==> config.mk <==
export PLATFORM = sky130hd
export DESIGN_NAME = mem_map_ctrl
export DESIGN_NICKNAME = d
export VERILOG_FILES = /design/src/rtl/mem_map_pkg.sv /design/src/rtl/mem_map_ctrl_io_handshake_fsm.sv /design/src/rtl/mem_map_ctrl.sv
export SDC_FILE = /design/constraint.sdc
export NUM_CORES = 1
export LEC_CHECK = 0
export ABC_CLOCK_PERIOD_IN_PS = 2900
export CAP_MARGIN = 15
export CORE_MARGIN = 2
export CORE_UTILIZATION = 37
export DETAILED_ROUTE_END_ITERATION = 8
export PLACE_DENSITY_LB_ADDON = 0.3
export SYNTH_ARGS = -nofsm -noshare
export SYNTH_HDL_FRONTEND = slang
export SYNTH_HIERARCHICAL = 1
export SYNTH_SLANG_ARGS = --single-unit
export TNS_END_PERCENT = 20
==> constraint.sdc <==
create_clock -name clk -period 2.9 [get_ports clk]
set_input_delay 0.58 -clock clk [delete_from_list [all_inputs] [get_ports clk]]
set_output_delay 0.58 -clock clk [all_outputs]
set_load 0.02 [all_outputs]
==> src/rtl/mem_map_pkg.sv <==
// Shared definitions for the memory-map controller: region nibbles,
// fetch/load mux encodings, the IO handshake state type and decode helpers.
package mem_map_pkg;

  // Upper-address-nibble region codes
  localparam logic [3:0] DMEM_NIB = 4'b0001;
  localparam logic [3:0] IMEM_NIB = 4'b0010;
  localparam logic [3:0] DUAL_NIB = 4'b0011;
  localparam logic [3:0] BIOS_NIB = 4'b0100;
  localparam logic [3:0] IO_NIB   = 4'b1000;

  // Fetch mux encodings
  localparam logic [1:0] ILSEL_IMEM = 2'd0;
  localparam logic [1:0] ILSEL_BIOS = 2'd1;
  localparam logic [1:0] ILSEL_INV  = 2'd2;

  // W-stage load mux encodings
  localparam logic [1:0] DLSEL_DMEM = 2'd0;
  localparam logic [1:0] DLSEL_BIOS = 2'd1;
  localparam logic [1:0] DLSEL_IO   = 2'd2;

  typedef enum logic [1:0] {
    IDLE    = 2'd0,
    IO_WAIT = 2'd1,
    IO_DONE = 2'd2
  } io_state_t;

  // Load mux select for a data-address nibble; unmapped regions fall back to DMEM
  function automatic logic [1:0] dload_decode(input logic [3:0] nib);
    logic [1:0] sel;
    case (nib)
      DMEM_NIB, DUAL_NIB: sel = DLSEL_DMEM;
      BIOS_NIB:           sel = DLSEL_BIOS;
      IO_NIB:             sel = DLSEL_IO;
      default:            sel = DLSEL_DMEM;
    endcase
    return sel;
  endfunction

  // True when the nibble belongs to any defined region
  function automatic logic nib_mapped(input logic [3:0] nib);
    logic hit;
    case (nib)
      DMEM_NIB, IMEM_NIB, DUAL_NIB, BIOS_NIB, IO_NIB: hit = 1'b1;
      default:                                        hit = 1'b0;
    endcase
    return hit;
  endfunction

endpackage

==> src/rtl/mem_map_ctrl_io_handshake_fsm.sv <==
// IO request/acknowledge handshake: issues io_req for an M-stage IO access,
// freezes the pipeline until io_ack or a timeout, and parks in IO_DONE while
// another source still holds the pipeline so the access is never re-issued.
module io_handshake_fsm
  import mem_map_pkg::*;
#(
  parameter int IO_TIMEOUT = 16
) (
  input  logic clk,
  input  logic rst_n,
  input  logic io_access_i,
  input  logic io_store_i,
  input  logic io_ack_i,
  input  logic ext_stall_i,
  output logic io_req_o,
  output logic io_we_o,
  output logic stall_o,
  output logic io_timeout_o
);

  localparam logic [7:0] CNT_LAST = 8'(IO_TIMEOUT - 1);

  io_state_t  state_q, state_d;
  logic [7:0] cnt_q, cnt_d;
  logic       we_q, we_d;
  logic       req, we, stl, tmo;

  // State, wait counter and latched store flag
  always_ff @(posedge clk or negedge rst_n) begin
    if (!rst_n) begin
      state_q <= IDLE;
      cnt_q   <= 8'd0;
      we_q    <= 1'b0;
    end else begin
      state_q <= state_d;
      cnt_q   <= cnt_d;
      we_q    <= we_d;
    end
  end

  // Next-state and handshake outputs; ack takes precedence over timeout
  always_comb begin
    state_d = state_q;
    cnt_d   = cnt_q;
    we_d    = we_q;
    req     = 1'b0;
    we      = 1'b0;
    stl     = 1'b0;
    tmo     = 1'b0;
    case (state_q)
      IDLE: begin
        if (io_access_i) begin
          req     = 1'b1;
          we      = io_store_i;
          stl     = 1'b1;
          we_d    = io_store_i;
          cnt_d   = 8'd0;
          state_d = IO_WAIT;
        end
      end
      IO_WAIT: begin
        req   = 1'b1;
        we    = we_q;
        stl   = 1'b1;
        cnt_d = cnt_q + 8'd1;
        if (io_ack_i) begin
          stl     = 1'b0;
          state_d = ext_stall_i ? IO_DONE : IDLE;
        end else if (cnt_q == CNT_LAST) begin
          stl     = 1'b0;
          tmo     = 1'b1;
          state_d = ext_stall_i ? IO_DONE : IDLE;
        end
      end
      IO_DONE: begin
        if (!ext_stall_i) begin
          state_d = IDLE;
        end
      end
      default: state_d = IDLE;
    endcase
  end

  // A reset abandons any transaction at once, even with the access still presented
  assign io_req_o     = req & rst_n;
  assign io_we_o      = we & rst_n;
  assign stall_o      = stl & rst_n;
  assign io_timeout_o = tmo & rst_n;

endmodule

==> src/rtl/mem_map_ctrl.sv <==
// Memory-map controller: region store enables, fetch/load mux selects,
// registered W-stage load select and the stalling IO handshake.
// Optional access-fault monitor enabled by defining ACCESS_FAULT_EN.
module mem_map_ctrl
  import mem_map_pkg::*;
#(
  parameter int WE_W       = 4,
  parameter int IO_TIMEOUT = 16
) (
  input  logic            clk,
  input  logic            rst_n,
  input  logic [3:0]      pc_upper_f,
  input  logic [3:0]      pc_upper_m,
  input  logic [3:0]      adr_upper_m,
  input  logic [WE_W-1:0] we_m,
  input  logic            re_m,
  input  logic            ext_stall,
  output logic [WE_W-1:0] iwea,
  output logic [WE_W-1:0] dwea,
  output logic [1:0]      iload_sel,
  output logic [1:0]      dload_sel,
  output logic            io_req,
  output logic            io_we,
  input  logic            io_ack,
  output logic            stall,
  output logic            io_timeout,
  output logic            fault,
  input  logic            fault_clr
);

  logic       any_we;
  logic       io_access;
  logic [1:0] dload_q, dload_d;

  assign any_we    = |we_m;
  assign io_access = (adr_upper_m == IO_NIB) & (re_m | any_we);

  io_handshake_fsm #(
    .IO_TIMEOUT(IO_TIMEOUT)
  ) u_io_fsm (
    .clk         (clk),
    .rst_n       (rst_n),
    .io_access_i (io_access),
    .io_store_i  (any_we),
    .io_ack_i    (io_ack),
    .ext_stall_i (ext_stall),
    .io_req_o    (io_req),
    .io_we_o     (io_we),
    .stall_o     (stall),
    .io_timeout_o(io_timeout)
  );

  // Store enables; IMEM writes only while the storing instruction runs from BIOS
  always_comb begin
    dwea = '0;
    iwea = '0;
    case (adr_upper_m)
      DMEM_NIB: dwea = we_m;
      DUAL_NIB: begin
        dwea = we_m;
        if (pc_upper_m == BIOS_NIB) iwea = we_m;
      end
      IMEM_NIB: begin
        if (pc_upper_m == BIOS_NIB) iwea = we_m;
      end
      default: begin
        dwea = '0;
        iwea = '0;
      end
    endcase
    if (stall) begin
      dwea = '0;
      iwea = '0;
    end
  end

  // Fetch source for the F-stage PC
  always_comb begin
    case (pc_upper_f)
      DMEM_NIB: iload_sel = ILSEL_IMEM;
      BIOS_NIB: iload_sel = ILSEL_BIOS;
      default:  iload_sel = ILSEL_INV;
    endcase
  end

  assign dload_d = dload_decode(adr_upper_m);

  // W-stage load select advances with the pipeline only
  always_ff @(posedge clk or negedge rst_n) begin
    if (!rst_n) begin
      dload_q <= DLSEL_DMEM;
    end else if (!(stall | ext_stall)) begin
      dload_q <= dload_d;
    end
  end

  assign dload_sel = dload_q;

`ifdef ACCESS_FAULT_EN
  logic fault_q;
  logic fault_set;

  assign fault_set = ((adr_upper_m == BIOS_NIB) & any_we)
                   | (~nib_mapped(adr_upper_m) & (re_m | any_we))
                   | (iload_sel == ILSEL_INV)
                   | io_timeout;

  // Sticky fault flag; a new fault outranks a simultaneous clear
  always_ff @(posedge clk or negedge rst_n) begin
    if (!rst_n) begin
      fault_q <= 1'b0;
    end else if (fault_set) begin
      fault_q <= 1'b1;
    end else if (fault_clr) begin
      fault_q <= 1'b0;
    end
  end

  assign fault = fault_q;
`else
  logic unused_fault_clr;
  assign unused_fault_clr = fault_clr;
  assign fault            = 1'b0;
`endif

endmodule

==> metrics, run 1 <==
Seq/Total Area, Yosys=0.367; Unique masters post-synth=37; Setup WS pre-CTS=-1070 ps; # clock sinks=13; Max-cap violations=0; fmax=323 MHz; Avg Cell Area, Syn=9.32 um2; row cnt=17; P&R area growth vs syn=66.8%; Final setup viols=8; largest net degree at the start of global routing=16; Pre-antenna DRT Iters=4; GRT overflow=0; IO Port Bufs=36; Slowest-stage cell, CP=or4_4; global-route usage over all layers=0.188; Period minus WS final=3090 ps; worst clock skew=5.59 ps; Detail Placement HPWL=1940 um; crit share post-route=1.07; PD cells=356 nW/um2; hold_buf cts=0; Fin. Hold Viols=0; CTS tree=done; DRC=0; Gate Count Post-Synth=95; Starting Density=0.397; vias post-DR=924; Yosys warning total=6; initial drt markers=9; Worst Max-Slew Pin Slew=552 ps; clock-pin slew on the worst setup and hold paths=80 ps; worst-case clock buffer depth=2; Crit path largest cell delay=520 ps; ANT nets after route=0; Diodes inserted=0; full die area=2800 um2; Die Width=52.9 um; worst-path maximum fanout=4; post-synth top area cell=dfrtp_1; CP cell instances=buf_6, or4_4, o21a_1, or3b_4, a21boi_4, or4_4, nor3_4, buf_6; vias in the first global route=854; max-slew violations=0; CP startpoint kind=primary input; Filler cells=179; CTS root buf=clkbuf_4; peak supply drop=0.000393 V; largest cells by area after synthesis=dfrtp_1 37%, nor3_2 4.5%, nand2_1 4.2%; Yosys top cell area share=0.367; fin nets=179; layout cells sized above 1=0.374; first-pass GRT wire length=3800 um; H-tree levels=1; initial antenna violation count=0; via-per-instance ratio=5.05; worst skew pair latency=280 ps; Routed WL=2310 um; final worst setup slack=-191 ps; Core Area=2230 um2; syn nets=118; mean routed wirelength per cell=12.6 um; worst hold path type=flip-flop to flip-flop; synthesized flop and latch total=13; Critical Path Sink Type=output pin; RSZ-0062 raised after global routing=yes; failing checks=setup timing; Worst Path Required=2320 ps; Mapped Area=886 um2; Setup Crit Path Kind=primary input to output pin; CTS buffer count=3; critical path arrival=2510 ps; Die H=52.9 um; routability cong.=0.808; Worst Hold Margin=523 ps; Ports=39; Leakage=0.736 nW; outcome=finished, violations left; Worst slew margin=0.631
-- report_power, final --
group | internal (mW) | total (mW) | switching (mW)
registers | 0.208 | 0.223 | 0.0149
clock network | 0.0512 | 0.112 | 0.0612
logic | 0.106 | 0.190 | 0.0836
total | 0.366 | 0.525 | 0.160
-- cells in the mapped netlist --
| cell type | count |
|---|---|
| nand3b_1 | 2 |
| o21a_1 | 2 |
| buf_2 | 1 |
| or4_4 | 2 |
| a21oi_1 | 3 |
| inv_1 | 5 |
| dfrtp_1 | 13 |
| or3b_1 | 1 |
| ha_1 | 1 |
| nand3_1 | 5 |
| nand4bb_1 | 1 |
| or4_1 | 2 |
| nand4_1 | 2 |
| nor4b_1 | 4 |
| or3_1 | 1 |
| xnor2_1 | 2 |
| nand2_1 | 10 |
| buf_6 | 2 |
| o21bai_1 | 1 |
| and2_1 | 5 |
| and3_1 | 3 |
| nor2_1 | 4 |
| a21boi_0 | 1 |
| o22ai_1 | 1 |
| nor3_2 | 4 |
| mux2_4 | 1 |
| o21ai_0 | 2 |
| nor3b_1 | 1 |
| mux2_2 | 2 |
| nor2b_1 | 1 |
| mux2i_1 | 3 |
| buf_4 | 1 |
| and2b_1 | 1 |
| o211ai_1 | 1 |
| conb_1 | 1 |
| nand2b_1 | 2 |
| o31a_1 | 1 |
-- final timing paths --
path | from | end | slack (ps) | cells past startpoint
setup / recovery | we_m[3] | iwea[3] | -190 | 8
hold / removal | dload_sel[0] | dload_sel[0] | 520 | 1
setup reg to reg | u_io_fsm/cnt_q[5] | dload_sel[1] | 770 | 6
hold reg to reg | dload_sel[0] | dload_sel[0] | 520 | 1
max in group asynchronous | rst_n | u_io_fsm/cnt_q[4] | 2040 | 2
min in group asynchronous | rst_n | u_io_fsm/cnt_q[5] | 690 | 2
-- kinds of logic after synthesis --
| kind of cell | share of synthesized area |
|---|---|
| compound gates | 0.0876 |
| xor+xnor | 0.0198 |
| fa+ha+maj | 0.0141 |
| buf+inv | 0.0607 |
| flops | 0.367 |
| mux | 0.0763 |
| other cells | 0.00423 |
| simple gates | 0.370 |
-- final cells by class --
class | instances | area, um2 | share of cell area
clock inverters | 1 | 5.00 | 0.00339
clock buffers | 3 | 22.5 | 0.0152
repair buffers | 60 | 502 | 0.340
flip-flops and latches | 13 | 325 | 0.220
inverters | 5 | 18.8 | 0.0127
well taps | 28 | 35.0 | 0.0237
multi-input cells | 73 | 569 | 0.385
-- layer usage --
metal,global-route usage,share of wire,vias up
met5,0,0,-
met4,0.0470,0.0039,0
met3,0.0537,0.043,3
met2,0.310,0.52,20
met1,0.242,0.44,442
li1,-,-,459
-- stage by stage --
stage	util	setup TNS, ps	total power, mW	area, um2	instances
detailed placement	0.652	-9130	0.418	1460	178
global route	0.662	-1320	0.566	1480	183
CTS	0.655	-2020	0.531	1460	183
floorplan	-	-963	0.312	922	95
finish	0.662	-905	0.525	1480	183
global placement	0.652	-8450	0.410	1460	178
-- placed cells by master, fill, tap and decap left out, drive strengths merged --
cell type	instances
a21boi	1
a21oi	3
and2	5
and2b	1
and3	3
buf	36
clkbuf	7
clkdlybuf4s50	18
clkinv	1
conb	1
dfrtp	13
dlygate4sd2	2
ha	1
inv	5
mux2	3
mux2i	3
nand2	10
nand2b	2
nand3	5
nand3b	2
nand4	2
nand4bb	1
nor2	4
nor2b	1
nor3	4
nor3b	1
nor4b	4
o211ai	1
o21a	2
o21ai	2
o21bai	1
o22ai	1
o31a	1
or3	1
or3b	1
or4	4
xnor2	2
-- sequential cells by signal, summed over array words and instances, names as in the netlist --
signal            count
u_io_fsm/state_q      2
dload_sel             2
u_io_fsm/we_q         1
u_io_fsm/cnt_q        8
-- what timing repair did --
item,4_1_cts,5_1_grt
setup buffers,1,0
setup endpoints to repair,11,10
pin swaps,9,5
gates resized for setup,67,13
gates cloned,0,0
-- worst max-delay path: cells and delay by family --
family	cells	cell delay, ps
and+or+nand+nor	4	1430
buffers and inverters	2	230
AOI/OAI and AO/OA	2	270
(Power assumes the default switching activity.)
==> run 2: changes to the inputs <==
ABC_CLOCK_PERIOD_IN_PS = 3900   (was 2900)
CORE_UTILIZATION = 40   (was 37)
clock period = 3.9 ns   (was 2.9 ns; I/O delays follow)
==> run 2 against run 1 <==
Net effect:
- the run now ends clean
- combinational power fell by 45%
- clock skew rose by 1.8 ps
- sequential power fell by 21%
- final area fell by 7.4%
- via count fell by 5.7%
- sequential cell count did not move
- critical path depth did not move
- critical endpoint unchanged
==> metrics, run 2 (synthesized netlist as in run 1, its figures left out) <==
Worst Max-Slew Pin Slew=540 ps (was 552 ps); Period minus WS final=3810 ps; fin nets=170 (was 179); layout cells sized above 1=0.247 (was 0.374); worst skew pair latency=270 ps (was 280 ps); commonest cells after routing, fill and taps aside=27 x clkdlybuf4s50_1, 19 x buf_4, 13 x dfrtp_1, 10 x nand2_1 (was 24 x buf_4, 18 x clkdlybuf4s50_1, 13 x dfrtp_1, 10 x nand2_1, 7 x buf_6); P&R area growth vs syn=54.5% (was 66.8%); CTS tree=done (unchanged); Pwr Total=364 uW (was 525 uW); hold_buf cts=0 (unchanged); worst hold path type=flip-flop to flip-flop (unchanged); Die Width=51.1 um (was 52.9 um); ANT nets after route=0 (unchanged); CTS root buf=clkbuf_4 (unchanged); Filler cells=193 (was 179); first-pass GRT wire length=3910 um (was 3800 um); worst-path maximum fanout=4 (unchanged); Critical Path Sink Type=output pin (unchanged); via-per-instance ratio=5.01 (was 5.05); Worst Path Required=3120 ps (was 2320 ps); critical path arrival=3030 ps (was 2510 ps); Starting Density=0.412 (was 0.397); vias in the first global route=916 (was 854); final worst setup slack=86.7 ps (was -191 ps); CTS buffer count=3 (unchanged); GRT overflow=0 (unchanged); PD cells=266 nW/um2 (was 356 nW/um2); worst-case clock buffer depth=2 (unchanged); Final setup viols=0 (was 8); outcome=complete, no violations (was finished, violations left); Ports=39 (unchanged); clock-pin slew on the worst setup and hold paths=70 ps (was 80 ps); Core Area=2150 um2 (was 2230 um2); Diodes inserted=0 (unchanged); max-slew violations=0 (unchanged); Setup WS pre-CTS=-750 ps (was -1070 ps); largest net degree at the start of global routing=16 (unchanged); Leakage=0.636 nW (was 0.736 nW); Fin. Hold Viols=0 (unchanged); initial drt markers=20 (was 9); Final Util=0.637 (was 0.662); commonest non-fill, non-tap cell in the layout=clkdlybuf4s50_1 (was buf_4); IO Port Bufs=36 (unchanged); Detail Placement HPWL=1790 um (was 1940 um); peak supply drop=0.000308 V (was 0.000393 V); Routed WL=2320 um (was 2310 um); Worst slew margin=0.639 (was 0.631); global-route usage over all layers=0.201 (was 0.188); # clock sinks=13 (unchanged); full die area=2610 um2 (was 2800 um2); fmax=262 MHz; Top reg by flops=u_io_fsm/cnt_q (unchanged); mean routed wirelength per cell=13.3 um (was 12.6 um); Pre-antenna DRT Iters=5 (was 4); worst clock skew=7.43 ps (was 5.59 ps); routability cong.=0.831 (was 0.808); Largest register FFs=8 (unchanged); crit share post-route=0.978; CP startpoint kind=primary input (unchanged); initial antenna violation count=0 (unchanged); Setup Crit Path Kind=primary input to output pin (unchanged); Worst Hold Margin=472 ps (was 523 ps); Max-cap violations=0 (unchanged); vias post-DR=871 (was 924); row cnt=17 (unchanged); DRC=0 (unchanged); RSZ-0062 raised after global routing=yes (unchanged); H-tree levels=1 (unchanged); Die H=51.1 um (was 52.9 um)
-- run 2: cell type report --
type,count,area (um2),area share
multi-input combinational,73,522,0.381
tap,28,35.0,0.0256
clock buffer,4,26.3,0.0192
timing repair buffer,51,442,0.323
sequential,13,325,0.238
inverter,5,18.8,0.0137
-- run 2: per-stage QoR --
step	instances	cell area [um2]	TNS (ps)
after floorplan	95	886	0
after global placement	170	1360	-4490
after detailed placement	170	1360	-5050
after CTS	174	1380	0
after global routing	174	1370	-18.5
final	174	1370	0
-- run 2: path summary, 6_finish.rpt --
kind	from	endpoint	slack, ps	cells past startpoint
worst max register to register	u_io_fsm/cnt_q[4]	dload_sel[1]	1620	7
worst min register to register	u_io_fsm/cnt_q[7]	u_io_fsm/cnt_q[7]	470	1
worst min-delay path	u_io_fsm/cnt_q[7]	u_io_fsm/cnt_q[7]	470	1
max in group asynchronous	rst_n	u_io_fsm/cnt_q[6]	2860	2
min in group asynchronous	rst_n	u_io_fsm/we_q	860	2
worst max-delay path	we_m[0]	iwea[3]	90	8
-- run 2: critical path, stage by stage --
cell and delay [ps]:
clkdlybuf4s50_1 420, or4_4 540, o21a_1 190, or3b_1 170, a21boi_1 80, or4_4 470, nor3_2 200, buf_4 170
-- run 2: what timing repair did --
| action | 4_1_cts | 5_1_grt |
|---|---|---|
| setup buffers | 0 | 0 |
| endpoints found under the setup margin | 9 | 9 |
| gates resized for setup | 33 | 7 |
| gates cloned | 0 | 0 |
| pin swaps | 3 | 2 |
-- run 2: power breakdown --
group / leakage, nW / switching, mW / internal [mW]
sequential: 0.173 / 0.0222 / 0.155
combinational: 0.449 / 0.0448 / 0.0605
clock: 0.0150 / 0.0416 / 0.0396
total: 0.636 / 0.109 / 0.255
-- run 2: routing by layer --
metal / track usage / vias to the layer above / share of wire
li1: - / 440 / -
met1: 0.234 / 408 / 0.43
met2: 0.370 / 21 / 0.52
met3: 0.0526 / 2 / 0.042
met4: 0.0405 / 0 / 0.0043
met5: 0 / - / 0
